$ cat src/rtl/wb_pkg.sv
// Shared definitions for the register-bank write-back arbiter.
//   ADDR_W     : register index width (32 registers)
//   DATA_W     : register data width
//   NUM_REGS   : number of architectural registers (width of the scoreboard)
//   REG_ZERO   : index of the hard-wired zero register, never written
//   wb_entry_t : one pending write-back {rd, data}
package wb_pkg;

    localparam int ADDR_W   = 5;
    localparam int DATA_W   = 32;
    localparam int NUM_REGS = 1 << ADDR_W;

    localparam logic [ADDR_W-1:0] REG_ZERO = 5'd0;

    typedef struct packed {
        logic [ADDR_W-1:0] rd;
        logic [DATA_W-1:0] data;
    } wb_entry_t;

endpackage

$ cat src/rtl/wb_skid_fifo.sv
// In-order skid FIFO holding EX results that lost the write port to a load.
// Circular buffer of wb_entry_t; DEPTH must be a power of two (>= 2) so the
// pointers wrap naturally.
// Ports:
//   clock, reset_n          : clock, asynchronous active-low reset
//   push, push_entry        : append an entry at the tail
//   pop                     : drop the head entry
//   head_entry              : current head (valid when count != 0)
//   count                   : occupancy, 0..DEPTH
//   view_rd / view_valid    : entries in age order (index 0 = head/oldest)
//   view_data               : matching data view, only with WB_FORWARD_EN
// Configuration macro: WB_FORWARD_EN (adds the view_data port).
module wb_skid_fifo
    import wb_pkg::*;
#(
    parameter int DEPTH = 2,
    localparam int PTR_W = $clog2(DEPTH),
    localparam int CNT_W = PTR_W + 1
) (
    input  logic                          clock,
    input  logic                          reset_n,
    input  logic                          push,
    input  wb_entry_t                     push_entry,
    input  logic                          pop,
    output wb_entry_t                     head_entry,
    output logic [CNT_W-1:0]              count,
`ifdef WB_FORWARD_EN
    output logic [DEPTH-1:0][DATA_W-1:0]  view_data,
`endif
    output logic [DEPTH-1:0][ADDR_W-1:0]  view_rd,
    output logic [DEPTH-1:0]              view_valid
);

    wb_entry_t        mem_q [DEPTH];
    wb_entry_t        mem_d [DEPTH];
    logic [PTR_W-1:0] head_q, head_d;
    logic [PTR_W-1:0] tail_q, tail_d;
    logic [CNT_W-1:0] count_q, count_d;

    always_comb begin
        mem_d   = mem_q;
        head_d  = head_q;
        tail_d  = tail_q;
        count_d = count_q + CNT_W'(push) - CNT_W'(pop);
        if (push) begin
            mem_d[tail_q] = push_entry;
            tail_d        = tail_q + PTR_W'(1);
        end
        if (pop) begin
            head_d = head_q + PTR_W'(1);
        end
    end

    always_ff @(posedge clock or negedge reset_n) begin
        if (!reset_n) begin
            head_q  <= '0;
            tail_q  <= '0;
            count_q <= '0;
        end else begin
            head_q  <= head_d;
            tail_q  <= tail_d;
            count_q <= count_d;
        end
    end

    // Payload storage carries no reset: an empty count makes stale slots invisible.
    always_ff @(posedge clock) begin
        mem_q <= mem_d;
    end

    // Age-ordered view so callers can search oldest->youngest by index.
    always_comb begin
        for (int i = 0; i < DEPTH; i++) begin
            view_rd[i]    = mem_q[head_q + PTR_W'(i)].rd;
`ifdef WB_FORWARD_EN
            view_data[i]  = mem_q[head_q + PTR_W'(i)].data;
`endif
            view_valid[i] = (CNT_W'(i) < count_q);
        end
    end

    assign head_entry = mem_q[head_q];
    assign count      = count_q;

endmodule

$ cat src/rtl/wb_port_arbiter.sv
// Shares the register bank's single write port between the EX stage and the
// load-return path. Loads win; losing EX results wait in an in-order skid
// FIFO. A load scoreboard plus in-flight compares drive the decode hazard.
// Ports:
//   clock, reset_n                 : clock, asynchronous active-low reset
//   ex_valid/ex_ready/ex_rd/ex_data : EX result handshake
//   ld_issue/ld_issue_rd           : load issued (sets scoreboard bit)
//   ld_valid/ld_rd/ld_data         : load return, never back-pressured
//   dec_rs1/dec_rs2/dec_rd         : decode indices checked for hazards
//   hazard                         : decode must stall
//   wr_en/wr_rd/wr_data            : registered bank write port
//   fifo_count, busy_mask          : observation of FIFO and scoreboard
//   fwd1_*/fwd2_*                  : operand forwarding (zero unless enabled)
// Configuration macro: WB_FORWARD_EN enables operand forwarding.
module wb_port_arbiter
    import wb_pkg::*;
#(
    parameter int FIFO_DEPTH = 2,
    localparam int CNT_W = $clog2(FIFO_DEPTH) + 1
) (
    input  logic               clock,
    input  logic               reset_n,
    input  logic               ex_valid,
    output logic               ex_ready,
    input  logic [ADDR_W-1:0]  ex_rd,
    input  logic [DATA_W-1:0]  ex_data,
    input  logic               ld_issue,
    input  logic [ADDR_W-1:0]  ld_issue_rd,
    input  logic               ld_valid,
    input  logic [ADDR_W-1:0]  ld_rd,
    input  logic [DATA_W-1:0]  ld_data,
    input  logic [ADDR_W-1:0]  dec_rs1,
    input  logic [ADDR_W-1:0]  dec_rs2,
    input  logic [ADDR_W-1:0]  dec_rd,
    output logic               hazard,
    output logic               wr_en,
    output logic [ADDR_W-1:0]  wr_rd,
    output logic [DATA_W-1:0]  wr_data,
    output logic [CNT_W-1:0]   fifo_count,
    output logic [NUM_REGS-1:0] busy_mask,
    output logic               fwd1_valid,
    output logic               fwd2_valid,
    output logic [DATA_W-1:0]  fwd1_data,
    output logic [DATA_W-1:0]  fwd2_data
);

    logic                          wr_en_q, wr_en_d;
    logic [ADDR_W-1:0]             wr_rd_q, wr_rd_d;
    logic [DATA_W-1:0]             wr_data_q, wr_data_d;
    logic [NUM_REGS-1:0]           busy_q, busy_d;

    logic                          push, pop;
    wb_entry_t                     push_entry, head_entry;
    logic [CNT_W-1:0]              count;
    logic [FIFO_DEPTH-1:0][ADDR_W-1:0] view_rd;
    logic [FIFO_DEPTH-1:0]         view_valid;
`ifdef WB_FORWARD_EN
    logic [FIFO_DEPTH-1:0][DATA_W-1:0] view_data;
`endif

    logic ex_acc, ex_live, ld_live, fifo_ne;

    assign ex_ready = (count < CNT_W'(FIFO_DEPTH));
    assign ex_acc   = ex_valid && ex_ready;
    // rd==0 results are consumed but never reach the bank or the FIFO.
    assign ex_live  = ex_acc && (ex_rd != REG_ZERO);
    assign ld_live  = ld_valid && (ld_rd != REG_ZERO);
    assign fifo_ne  = (count != '0);

    assign push_entry = '{rd: ex_rd, data: ex_data};

    wb_skid_fifo #(.DEPTH(FIFO_DEPTH)) u_fifo (
        .clock      (clock),
        .reset_n    (reset_n),
        .push       (push),
        .push_entry (push_entry),
        .pop        (pop),
        .head_entry (head_entry),
        .count      (count),
`ifdef WB_FORWARD_EN
        .view_data  (view_data),
`endif
        .view_rd    (view_rd),
        .view_valid (view_valid)
    );

    // Write selection: load, then FIFO head, then EX bypass (only when FIFO empty).
    always_comb begin
        wr_en_d   = 1'b0;
        wr_rd_d   = wr_rd_q;
        wr_data_d = wr_data_q;
        pop       = 1'b0;
        if (ld_live) begin
            wr_en_d   = 1'b1;
            wr_rd_d   = ld_rd;
            wr_data_d = ld_data;
        end else if (fifo_ne) begin
            pop       = 1'b1;
            wr_en_d   = 1'b1;
            wr_rd_d   = head_entry.rd;
            wr_data_d = head_entry.data;
        end else if (ex_live) begin
            wr_en_d   = 1'b1;
            wr_rd_d   = ex_rd;
            wr_data_d = ex_data;
        end
        push = ex_live && (ld_live || fifo_ne);
    end

    // Scoreboard: set applied after clear so a same-cycle issue wins.
    always_comb begin
        busy_d = busy_q;
        if (ld_live) begin
            busy_d[ld_rd] = 1'b0;
        end
        if (ld_issue && (ld_issue_rd != REG_ZERO)) begin
            busy_d[ld_issue_rd] = 1'b1;
        end
    end

    always_ff @(posedge clock or negedge reset_n) begin
        if (!reset_n) begin
            wr_en_q   <= 1'b0;
            wr_rd_q   <= '0;
            wr_data_q <= '0;
            busy_q    <= '0;
        end else begin
            wr_en_q   <= wr_en_d;
            wr_rd_q   <= wr_rd_d;
            wr_data_q <= wr_data_d;
            busy_q    <= busy_d;
        end
    end

    // Register still has a pending write queued or on the port.
    function automatic logic in_flight(input logic [ADDR_W-1:0] r);
        logic hit;
        hit = wr_en_q && (wr_rd_q == r);
        for (int i = 0; i < FIFO_DEPTH; i++) begin
            if (view_valid[i] && (view_rd[i] == r)) hit = 1'b1;
        end
        return hit;
    endfunction

    function automatic logic full_match(input logic [ADDR_W-1:0] r);
        return (r != REG_ZERO) && (busy_q[r] || in_flight(r));
    endfunction

`ifdef WB_FORWARD_EN
    // Scan oldest to youngest so the last hit is the youngest value.
    function automatic logic [DATA_W:0] fwd_lookup(input logic [ADDR_W-1:0] rs);
        logic [DATA_W:0] res;
        res = '0;
        if (rs != REG_ZERO) begin
            if (wr_en_q && (wr_rd_q == rs)) res = {1'b1, wr_data_q};
            for (int i = 0; i < FIFO_DEPTH; i++) begin
                if (view_valid[i] && (view_rd[i] == rs)) res = {1'b1, view_data[i]};
            end
            if (ex_live && (ex_rd == rs)) res = {1'b1, ex_data};
        end
        return res;
    endfunction

    logic [DATA_W:0] fwd1_res, fwd2_res;
    assign fwd1_res   = fwd_lookup(dec_rs1);
    assign fwd2_res   = fwd_lookup(dec_rs2);
    assign fwd1_valid = fwd1_res[DATA_W];
    assign fwd1_data  = fwd1_res[DATA_W-1:0];
    assign fwd2_valid = fwd2_res[DATA_W];
    assign fwd2_data  = fwd2_res[DATA_W-1:0];

    // Every in-flight source match is covered by forwarding; only loads still
    // outstanding in memory stall sources. dec_rd keeps the full check (WAW).
    assign hazard = ((dec_rs1 != REG_ZERO) && busy_q[dec_rs1])
                 || ((dec_rs2 != REG_ZERO) && busy_q[dec_rs2])
                 || full_match(dec_rd);
`else
    assign fwd1_valid = 1'b0;
    assign fwd2_valid = 1'b0;
    assign fwd1_data  = '0;
    assign fwd2_data  = '0;
    assign hazard     = full_match(dec_rs1) || full_match(dec_rs2) || full_match(dec_rd);
`endif

    assign wr_en      = wr_en_q;
    assign wr_rd      = wr_rd_q;
    assign wr_data    = wr_data_q;
    assign fifo_count = count;
    assign busy_mask  = busy_q;

endmodule
$ cat config.mk
export PLATFORM = sky130hd
export DESIGN_NAME = wb_port_arbiter
export DESIGN_NICKNAME = d
export VERILOG_FILES = /design/src/rtl/wb_pkg.sv /design/src/rtl/wb_skid_fifo.sv /design/src/rtl/wb_port_arbiter.sv
export SDC_FILE = /design/constraint.sdc
export NUM_CORES = 1
export LEC_CHECK = 0
export CORE_ASPECT_RATIO = 1.5
export CORE_MARGIN = 2
export CORE_UTILIZATION = 53
export CTS_BUF_LIST = sky130_fd_sc_hd__clkbuf_2
export CTS_CLUSTER_DIAMETER = 200
export DETAILED_ROUTE_END_ITERATION = 12
export PLACE_DENSITY_LB_ADDON = 0.2
export SYNTH_ARGS = -nofsm -noshare
export SYNTH_HDL_FRONTEND = slang
export SYNTH_SLANG_ARGS = --single-unit
$ cat constraint.sdc
create_clock -name clock -period 9.75 [get_ports clock]
set_clock_uncertainty 0.1 [all_clocks]
set_input_delay 1.95 -clock clock [delete_from_list [all_inputs] [get_ports clock]]
set_output_delay 1.95 -clock clock [all_outputs]
set_load 0.01 [all_outputs]
# Word level (Yosys, flattened, before mapping)
# Index checks and enable logic that the tools add are counted.
# classes
add_sub_neg	4
muxes	38
n_reduce_logical	34
bitwise_logic	6
eq_ne	9
n_lt_le_gt_ge	14
# op_table
operator	n
two-way mux 37 bit	7
two-way mux 32 bit	5
bitwise mux 74 bit	1
equality test 5 bit	9
demux 37 bit (select 1 bit)	1
bitwise AND 32 bit	1
NOT 32 bit	1
bitwise OR 32 bit	1
< comparator 5 x 6 -> 1 bit, second input constant	5
nonzero test 5 bit	6
logical AND 1 bit	20
two-way mux 1 bit	16
binary-select mux 1 bit (select 5 bit)	3
two-way mux 5 bit	3
demux 1 bit (select 5 bit)	2
greater-or-equal comparator 5 x 1 -> 1 bit, second input constant	2
greater-or-equal comparator 2 bit, second input constant	3
logical OR 1 bit	6
NOT 1 -> 2 bit	3
< comparator 1 x 2 -> 1 bit, first input constant	2
nonzero test 3 bit	1
adder 1 bit, second input constant	2
adder 2 x 1 -> 2 bit	1
< comparator 2 x 1 -> 1 bit, second input constant	1
3 further kinds	3
# totals
ff_bits	148
elab_cells	116
in_bits	99
output_inout_bits	140

# Longest topological paths before layout
# logic_depth
ltp_word	12
ltp_mapped	11
mapped_depth_nobuf	8

# Modules after synthesis
# Synthesis repeated with hierarchy kept, for this count alone.
# unflattened
cells_unflattened	735
area_unflattened_um2	8466.9
# by_module_without_submodules
mod	cells_each	n_inst	seq_area_each_um2	area_each_um2
wb_port_arbiter	594	1	1751.7	5296.3
wb_skid_fifo	141	1	2322.2	3170.5

# Worst setup path after synthesis
# OpenSTA, ideal clock, no wires.
# synth_timing
kind	input to register
start	input ld_rd[4]
end	register u_fifo.mem_q[37] in the netlist's numbering, enable pin
n_path_buf	2
cell_stages	6
t_required_ps	9126
setup_slack_ps	2946
setup_time_ps	524
arrival_time_ps	6181
path_cell_list	clkbuf_1 > or3_4 > o31a_1 > buf_6 > nor2_4 > nor4_1
# synth_between
elab_chain_cells	4
# synth_lines
item	line	source
from (decl)	wb_port_arbiter.sv:30	input logic [ADDR_W-1:0] ld_rd,
nonzero test 5 bit	wb_port_arbiter.sv:67	assign ld_live = ld_valid && (ld_rd != REG_ZERO);
logical AND 1 bit	wb_port_arbiter.sv:67	
logical OR 1 bit	wb_port_arbiter.sv:107	push = ex_live && (ld_live || fifo_ne);
logical AND 1 bit	wb_port_arbiter.sv:107	
to (signal assigned)	wb_skid_fifo.sv:68	mem_q <= mem_d;
to (decl)	wb_skid_fifo.sv:34	wb_entry_t mem_q [DEPTH];
# No other way between the ends.
# A chain may end at the register's enable or synchronous reset.

# Worst setup path after layout
# layout_timing
start	input dec_rs1[1]
end	output hazard
# layout_between
elab_chain_cells	8
elab_cells_between_ends	15
classes_between	3 x eq/ne; 4 x mux; 8 x reduce/logical
# layout_lines
item	line	source
from (decl)	wb_port_arbiter.sv:32	input logic [ADDR_W-1:0] dec_rs1,
parallel branches: the longest is 5 deep, another holds binary-select mux 1 bit (select 5 bit)	-	
logical AND 1 bit (*)	wb_port_arbiter.sv:146	return (r != REG_ZERO) && (busy_q[r] || in_flight(r));
logical OR 1 bit (*) (2 in a row)	wb_port_arbiter.sv:182	assign hazard = full_match(dec_rs1) || full_match(dec_rs2) || full_match(dec_rd);
to (decl)	wb_port_arbiter.sv:35	output logic hazard,
# Mark *: on every way between the ends. The select of a mux whose other input is x is not followed.

==> metrics.yaml <==
netlist.area_leader.share_pct: 27.11
setup_buffers_after_cts: 0
post_synth_edffs: 74
peakVddDrop_uv: 150.7
worstPathMaxFanout: 12
layout.cells.most_common: "clkdlybuf4s50_1"
synth_ff_type: "edfxtp_1"
worst_hold_path_class: "reg2reg"
final_max_slew_viol_count: 0
synth-warning-count: 0
hold_path_startpoint: "u_fifo.tail_q"
groute.layer.met3.usage_pct: 5.081
antenna_found_initial: 1
critPathMostFrequentCell: "clkdlybuf4s50_1"
hold-worst-slack_ns: 0.4430
synth.yosys.seq_area_share_pct: 49.70
synthArstFlopShare_pct: 50.00
nets: 961
result_of_the_run: "finished, final reports clean"
fin_ws_ns: 2.836
global_route.usage.met1_pct: 31.26
routed-via-count: 6079
grt_setup_unrepaired: "false"
post_route_cells_drive_above_1_share_pct: 9.278
row_count: 55
place_hpwl_um: 16290
yosys-top-cells-area: "edfxtp_1 27%, dfrtp_1 23%, buf_4 6.7%, mux2i_1 6.6%, mux4_2 5.5%"
cp_buf_inv_count: 2
crit_type: "in2out"
detailedRoute.firstIterationViolations: 325
worst_pin_slew_ns: 0.9838
worst_setup_path_end_kind: "output pin"
power.density_mw_per_mm2: 232.3
seqCellArea_mm2: 0.004075
total_iterations_of_the_first_detailed_routing_run: 4
die_w_um: 105.5
gr-total-overflow: 0
cts_tree: "yes"
hold-path-endpoint: "u_fifo.tail_q"
hold_path_depth: 1
ys_seq_elements: 148
maxCapViolations: 0
crit_reg_reg_endpoint: "u_fifo.mem_q[17]"
critPathSlowestCell: "clkdlybuf4s50_1"
grt_pass1_wl_um: 33710
timing.critical_path.required_ns: 7.70
period_needed_ns: 6.914
grtUsageTotal_pct: 27.01
global_route.peak_usage_layer: "met2"
crit_family: "buffers and inverters"
clock_insertion_delay_worst_skew_ns: 0.68
timing_startpoint_of_the_critical_path: "dec_rs1[1]"
utilization_pct: 65.54
dpl-instance-area_mm2: 0.009657
core_mm2: 0.01514
cts_max_path_buffers: 2
finalSetupTns_ns: 0
ctsHoldBuffers: 0
ctsHtreeMaxLevel: 4
numPortBuffers: 172
most-common-layout-cells: "171 x clkdlybuf4s50_1, 74 x edfxtp_1, 73 x dfrtp_1"
area_growth_pct: 21.05
layout.filler_cells: 1190
routedWlPerCell_um: 20.82
gr-usage-met2_pct: 48.97
reg2reg_setup_slack_ns: 6.39
min_period_over_period_pct: 70.91
max_clock_freq_mhz: 144.6
tritoncts.num_buffers: 17
grt_pass1_vias: 6179
fin_area_mm2: 0.009922
timing.final.hold_violations: 0
clkTransAtPathRegs_ns: 0.18
critical_path.reg2reg.startpoint: "u_fifo.count[1]"
path_cells: "clkdlybuf4s50_1, mux4_1, mux4_2, mux2i_1, nand4_1, o21ai_0, nand3_1, clkdlybuf4s50_1"
initial_core_util_pct: 54.14
detail_route.wirelength_um: 22340
critical-path-max-stage-delay_ns: 0.87
multi_input_comb_area_mm2: 0.003565
synth.cell_area_mm2: 0.008197
die_h_um: 156.3
route.detailed.drc: 0
globalplace.congestion: 0.9345
fp.dieArea_mm2: 0.01650
ant_nets: 0
detailedPlace.worstSlack_ns: 2.801
worst_setup_path_start_kind: "input pin"
synth_top_cell_by_area: "edfxtp_1"
rr_worst_depth: 6
slew-limit-headroom_pct: 34.41
clock-sinks: 148
root_buffer: "clkbuf_2"
p_leak_nw: 3.818
number_of_top_level_design_ports: 239
arrival_time_worst_endpoint_ns: 4.86
drt-vias-per-instance: 5.665
setup-violations-final: 0
maximum_number_of_pins_on_one_net_before_global_route_repair: 76
post_syn_area_per_cell_um2: 11.46
netlist_instances: 715
cts-resized-gates: 0
post_synth_num_cell_types: 42
==> worst register-to-register path, cell delays in order, from the launching register on <==
cell and delay (ns):
dfrtp_1 0.64, inv_1 0.15, nand2_2 0.15, buf_4 0.62
nor2_4 0.09, nor3_1 0.38, and2_2 0.85
==> power by group <==
| part | switching [W] | internal [W] | total, W |
|---|---|---|---|
| Clock | 0.000223 | 0.000148 | 0.000371 |
| Combinational | 0.000477 | 0.000475 | 0.000952 |
| Sequential | 0.000159 | 0.000823 | 0.000982 |
==> layout make-up <==
class	instances	area share [%]
inverters	3	0.1135
clock buffers	18	0.9079
repair buffers	177	17.70
multi-input cells	513	35.93
well taps	199	2.509
flip-flops and latches	148	41.07
clock inverters	14	1.740
diodes	1	0.02522
==> layer usage <==
layer  wire length, um  up-vias
li1                  -     2802
met1              8438     2982
met2             11980      245
met3              1155       50
met4               761        0
met5                 0        -
==> worst max-delay path by stage <==
stage	slack [ns]	cells after the start	endpoint
CTS	2.79	8	hazard
global route	2.68	8	hazard
floorplan	2.95	6	u_fifo.mem_q[37]
detailed placement	2.80	8	hazard
global placement	2.88	8	hazard
finish	2.84	8	hazard
==> Yosys cell counts, types with 2 or more instances <==
library cell,n
buf_2,12
buf_1,3
nand4_1,3
or4_1,2
a211oi_1,38
nand3b_1,10
inv_1,3
or3b_2,5
a21oi_2,5
a21oi_1,71
xnor2_1,29
clkbuf_1,16
mux2i_1,54
nand3_1,14
clkbuf_2,2
o21ai_0,64
nor4_1,10
ha_1,2
buf_6,10
xor2_1,20
buf_4,73
edfxtp_1,74
dfrtp_1,74
nand2_1,4
mux4_1,6
nor2_1,72
nor2_2,5
mux4_2,20
==> registers in the layout (all words and copies together), names as in the netlist <==
signal and count:
u_fifo.mem_q 74, busy_mask 32, wr_data 32, wr_rd 5, u_fifo.count 2, u_fifo.head_q 1, u_fifo.tail_q 1, wr_en 1
==> cells by family after synthesis <==
family	count (synthesis)	share of synthesized area [%]
flip-flops	148	49.70
buffers and inverters	119	9.922
adder cells (fa/ha/maj)	2	0.3052
XOR/XNOR	49	5.236
multiplexers	80	14.01
other	1	0.04575
AO/OA/AOI/OAI	182	12.61
AND/OR/NAND/NOR	134	8.167
==> through the flow <==
step	power, W	cells
CTS	0.002321	1072
finish	0.002305	1073
global route	0.002440	1073
global placement	0.001925	1040
detailed placement	0.001952	1040
floorplan	0.001547	780
(Power assumes the default switching activity.)
==> edit 1, RTL diff (config.mk and constraints unchanged) <==
Add a define of `WB_FORWARD_EN`.
--- a/src/rtl/wb_skid_fifo.sv
+++ b/src/rtl/wb_skid_fifo.sv
@@ -12,2 +12,4 @@
 // Configuration macro: WB_FORWARD_EN (adds the view_data port).
+`define WB_FORWARD_EN
+
 module wb_skid_fifo
Function: changed (a bounded check fails within 4 cycles, from zero or initial values and one cycle with reset_n low).
==> edit 1 against the original RTL <==
- fmax fell by 11%
- sequential cell count did not move
- wire length increased by 58%
- critical path type unchanged
- critical endpoint is now fwd1_data[0]
- final area rose by 30%
- worst setup slack worse by 0.86 ns
- power rose by 33%
- global-route usage up 6.7 points
- area after synthesis grew 25%
- register-to-register slack better by 0.47 ns
- highest routed layer unchanged
- die area is 24% higher
==> edit 1: results (changes against the original RTL) <==
Outcome
  – Status: completed

Yosys
  – Sequential share of the synthesized area: 39.8% (-9.9 points)
  – Commonest cells in the netlist: 87 x nor2_1, 79 x mux2i_1, 75 x a21oi_1, 75 x nand2_1
  – Post-synth ARST share: 50.0% (unchanged)
  – Synth Area in Adders: 0.245% (-0.061 points)
  – Dominant cells by area after synthesis: edfxtp_1 22%, dfrtp_1 18%, mux2i_1 7.7%
  – Unique masters post-synth: 48 (+14%)
  – Syn_area_per_cell: 9.95 µm² (-13%)
  – Post-Synth XOR/XNOR Area: 5.05% (-0.18 points)
  – Multiplexer share of the synthesized area: 13.7% (-0.29 points)
  – Post-synthesis compound-gate area fraction: 23.2% (+11 points)

Setup path
  – WP data arrival: 5.72 ns (+0.86 ns)
  – Critical Path Max Stage Delay: 0.79 ns (-0.08 ns)
  – Critical path fanouts, max: 33 (+21)

Place
  – Placed instance count: 1435 (+38%)
  – Detailed placer's ending HPWL: 23600 µm (+45%)
  – GPL Wtd Cong: 0.948 (+1.4%)
  – Area after DPL: 12600 µm² (+31%)
  – Worst slack, placed: 2.06 ns (-0.742 ns)
  – IO Port Bufs: 238 (+38%)

STA
  – Worst slew margin: 13.2% (-21 points)
  – Fin crit share: 79.7% (+8.8 points)

Power and ir drop
  – Leakage: 4.49 nW (+18%)
  – Seq pwr share: 34.6% (-8.0 points)
  – Post-layout total power: 3.07 mW (+33%)
  – IR drop worst, VDD: 139 µV (-7.8%)
  – Comb pwr: 1.63 mW (+71%)
  – Sw Share: 42.5% (+5.3 points)

Detailed routing
  – Routed WL: 35300 µm (+58%)
  – Iter 0 DRT Violations: 1226 (+280%)
  – Drt pass-1 iters: 5 (+1)
  – Vias per cell: 6.83 (+20%)

Cells and area
  – Layout cells sized above 1: 8.18% (-1.1 points)
  – Layout Cells excl Fill: 1469 (+37%)
  – Layout net count: 1299 (+35%)

Job
  – Max_cap viols: 0 (unchanged)

Global route
  – Vias in the first global route: 10000 (+63%)
  – Initial antenna violation count: 2 (+1)
  – First-pass GRT wire length: 54500 µm (+62%)
  – Total GRT Usage: 33.7% (+6.7 points)
  – Largest net degree at the start of global routing: 74 (-2.6%)

Clock network
  – CTS buffer count: 17 (unchanged)
  – H-tree depth: 4 (unchanged)
  – Clk_lat worst skew: 0.73 ns (+0.05 ns)
  – Clock Pin Slew Worst Setup and Hold Paths: 0.24 ns (+0.06 ns)

Worst hold path
  – Min-delay worst type: reg2reg
==> edit 1: changes by cell type after synthesis, moves of 6 or more <==
cell / before / now
a311o_1: 0 / 64
a32o_1: 0 / 64
buf_2: 12 / 23
buf_4: 73 / 0
clkbuf_1: 16 / 66
mux2i_1: 54 / 79
mux4_1: 6 / 0
nand2_1: 4 / 75
nor2_1: 72 / 87
nor3_1: 1 / 66
xor2_1: 20 / 34
==> edit 1: path summary, 6_finish.rpt <==
kind | startpoint | endpoint | slack (ns) | cells past startpoint
worst min register to register | busy_mask[0] | busy_mask[0] | 0.41 | 0
worst min-delay path | busy_mask[0] | busy_mask[0] | 0.41 | 0
min in group asynchronous | reset_n | wr_data[20] | 0.94 | 1
max in group asynchronous | reset_n | u_fifo.head_q | 7.42 | 2
worst max-delay path | dec_rs1[0] | fwd1_data[0] | 1.98 | 9
worst max register to register | u_fifo.count[1] | wr_rd[4] | 6.86 | 7
==> edit 1: layout make-up <==
class | instances | area (µm²)
tap | 256 | 320
antenna | 2 | 5.00
clock inverter | 13 | 159
clock buffer | 19 | 95.1
timing repair buffer | 256 | 2510
multi-input combinational | 770 | 5690
fill | 1546 | 6120
inverter | 5 | 18.8
sequential | 148 | 4080
==> edit 1: layer usage <==
| metal | up-vias | wire [µm] | part of all wire [%] | GRT usage [%] |
|---|---|---|---|---|
| met3 | 131 | 3040 | 8.6 | 7.35 |
| met2 | 643 | 18100 | 51 | 59.4 |
| met5 | - | 0 | 0 | 0 |
| met4 | 0 | 1500 | 4.2 | 17.6 |
| li1 | 4363 | - | - | - |
| met1 | 4891 | 12700 | 36 | 38.4 |
==> edit 1: worst max-delay path, delay by kind of cell <==
kind                      cells  cell delay (ns)
buffers and inverters         4             2.20
xor gates and xnor gates      1             0.33
AOI/OAI and AO/OA             2             0.44
and+or+nand+nor               2             0.79
==> edit 2, RTL diff (config.mk and constraints unchanged) <==
Without the edit above. Take the reset off `wr_data_q` and load it in a clocked block of its own.
--- a/src/rtl/wb_port_arbiter.sv
+++ b/src/rtl/wb_port_arbiter.sv
@@ -124,3 +124,2 @@
             wr_rd_q   <= '0;
-            wr_data_q <= '0;
             busy_q    <= '0;
@@ -129,5 +128,8 @@
             wr_rd_q   <= wr_rd_d;
-            wr_data_q <= wr_data_d;
             busy_q    <= busy_d;
         end
+    end
+
+    always_ff @(posedge clock) begin
+        wr_data_q <= wr_data_d;
     end
Behaviour: not the same (a bounded check fails within 4 cycles, from zero or initial values and one cycle with reset_n low).
==> edit 2 against the original RTL <==
- worst setup slack got worse by 0.031 ns
- worst hold slack worse by 0.023 ns
- synthesized cell count fell by 5.0%
- critical path depth is the same
- wire length decreased by 4.9%
- core utilization barely moved
- sequential cell count unchanged
- area after synthesis fell by 1.4%
- final area fell by 0.86%
- power decreased by 0.56%
- largest cell class unchanged
==> edit 2: results (changes against the original RTL) <==
Detailed routing
  – DR WL met2: 11500 µm (-4.4%)
  – Vias per cell: 5.66 (-0.14%)
  – Drt pass-1 iters: 6 (+2)
  – Metal3 WL: 1200 µm (+4.0%)
  – Routed WL: 21200 µm (-4.9%)
  – Drt wl/cell: 20.3 µm (-2.4%)
  – Iter 0 DRT Violations: 306 (-5.8%)
  – M1 WL: 7610 µm (-9.8%)

Setup path
  – Critical Path Max Stage Delay: 0.89 ns (+0.02 ns)
  – Cells on worst reg2reg path: 5 (-1)
  – WP data arrival: 4.89 ns (+0.03 ns)

Global route
  – Met1 GRT Util: 28.8% (-2.5 points)
  – Vias in the first global route: 6072 (-1.7%)
  – First-pass GRT wire length: 32700 µm (-3.1%)
  – Largest net degree at the start of global routing: 72 (-5.3%)
  – Total GRT Usage: 26.0% (-1.0 points)
  – GR Util met3: 4.99% (-0.096 points)
  – Met2 Use GR: 47.0% (-1.9 points)

STA
  – Worst slew margin: 34.0% (-0.37 points)

Power and ir drop
  – IR drop worst, VDD: 110 µV (-27%)
  – Leakage: 3.75 nW (-1.9%)
  – Comb pwr: 950 µW (about the same)
  – Sw Share: 38.1% (+0.78 points)
  – Seq power: 1.00 mW

Cells and area
  – Layout cells sized above 1: 8.76% (-0.52 points)
  – Number of non-clock buffers: 176 (-0.56%)
  – Non-clock buffer share: 17.8% (+0.051 points)
  – Layout net count: 933 (-2.9%)
  – Seq area share: 43.1% (+2.0 points)
  – Clock-cell share of area: 2.37% (-0.28 points)
  – Fraction of area in multi-input gates: 34.2% (-1.8 points)

Yosys
  – Sequential share of the synthesized area: 52.4% (+2.7 points)
  – Unique masters post-synth: 49 (+17%)
  – Dominant cells by area after synthesis: edfxtp_1 39%, dfrtp_1 13%, buf_4 6.3%
  – Commonest cells in the netlist: 106 x edfxtp_1, 95 x o21ai_0, 68 x buf_4
  – Syn_area_per_cell: 11.9 µm² (+3.8%)
  – Post-synth ARST share: 28.4% (-22 points)

Clock network
  – Clk_lat worst skew: 0.73 ns (+0.05 ns)
  – Clock Pin Slew Worst Setup and Hold Paths: 0.25 ns (+0.07 ns)

Place
  – Worst slack, placed: 2.85 ns (+0.0450 ns)
  – GPL Wtd Cong: 0.972 (+4.0%)
  – Area after DPL: 9600 µm² (-0.57%)
  – Detailed placer's ending HPWL: 15400 µm (-5.4%)

Outcome
  – Status: completed

Worst hold path
  – Worst hold path stage count: 0 (-1)
[edit 2: cell count changes after synthesis, sizes merged, moves of 3 or more]
cell and delta:
o21ai +32, edfxtp +32, xor2 +3, a21oi -33, nand2 +35, nor2 -29
buf -9, a211oi -32, xnor2 -3, dfrtp -32
[edit 2: path summary, 6_finish.rpt]
kind / slack, ns / start / end
max: 2.81 / dec_rd[1] / hazard
min: 0.42 / busy_mask[0] / busy_mask[0]
max reg2reg: 6.89 / u_fifo.count[1] / u_fifo.mem_q[17]
min reg2reg: 0.42 / busy_mask[0] / busy_mask[0]
max in group asynchronous: 7.62 / reset_n / u_fifo.head_q
min in group asynchronous: 1.24 / reset_n / busy_mask[13]
[edit 2: cell families (layout without fill, tap and decap cells)]
group	Yosys count	after routing	synth area share [%]
adders and majority gates	2	2	0.310
and+or+nand+nor	136	136	8.16
buffers and inverters	110	211	9.24
xor gates and xnor gates	49	49	5.31
muxes	79	79	14.4
other	1	67	0.0464
DFF	148	148	52.4
AOI/OAI and AO/OA	154	154	10.2
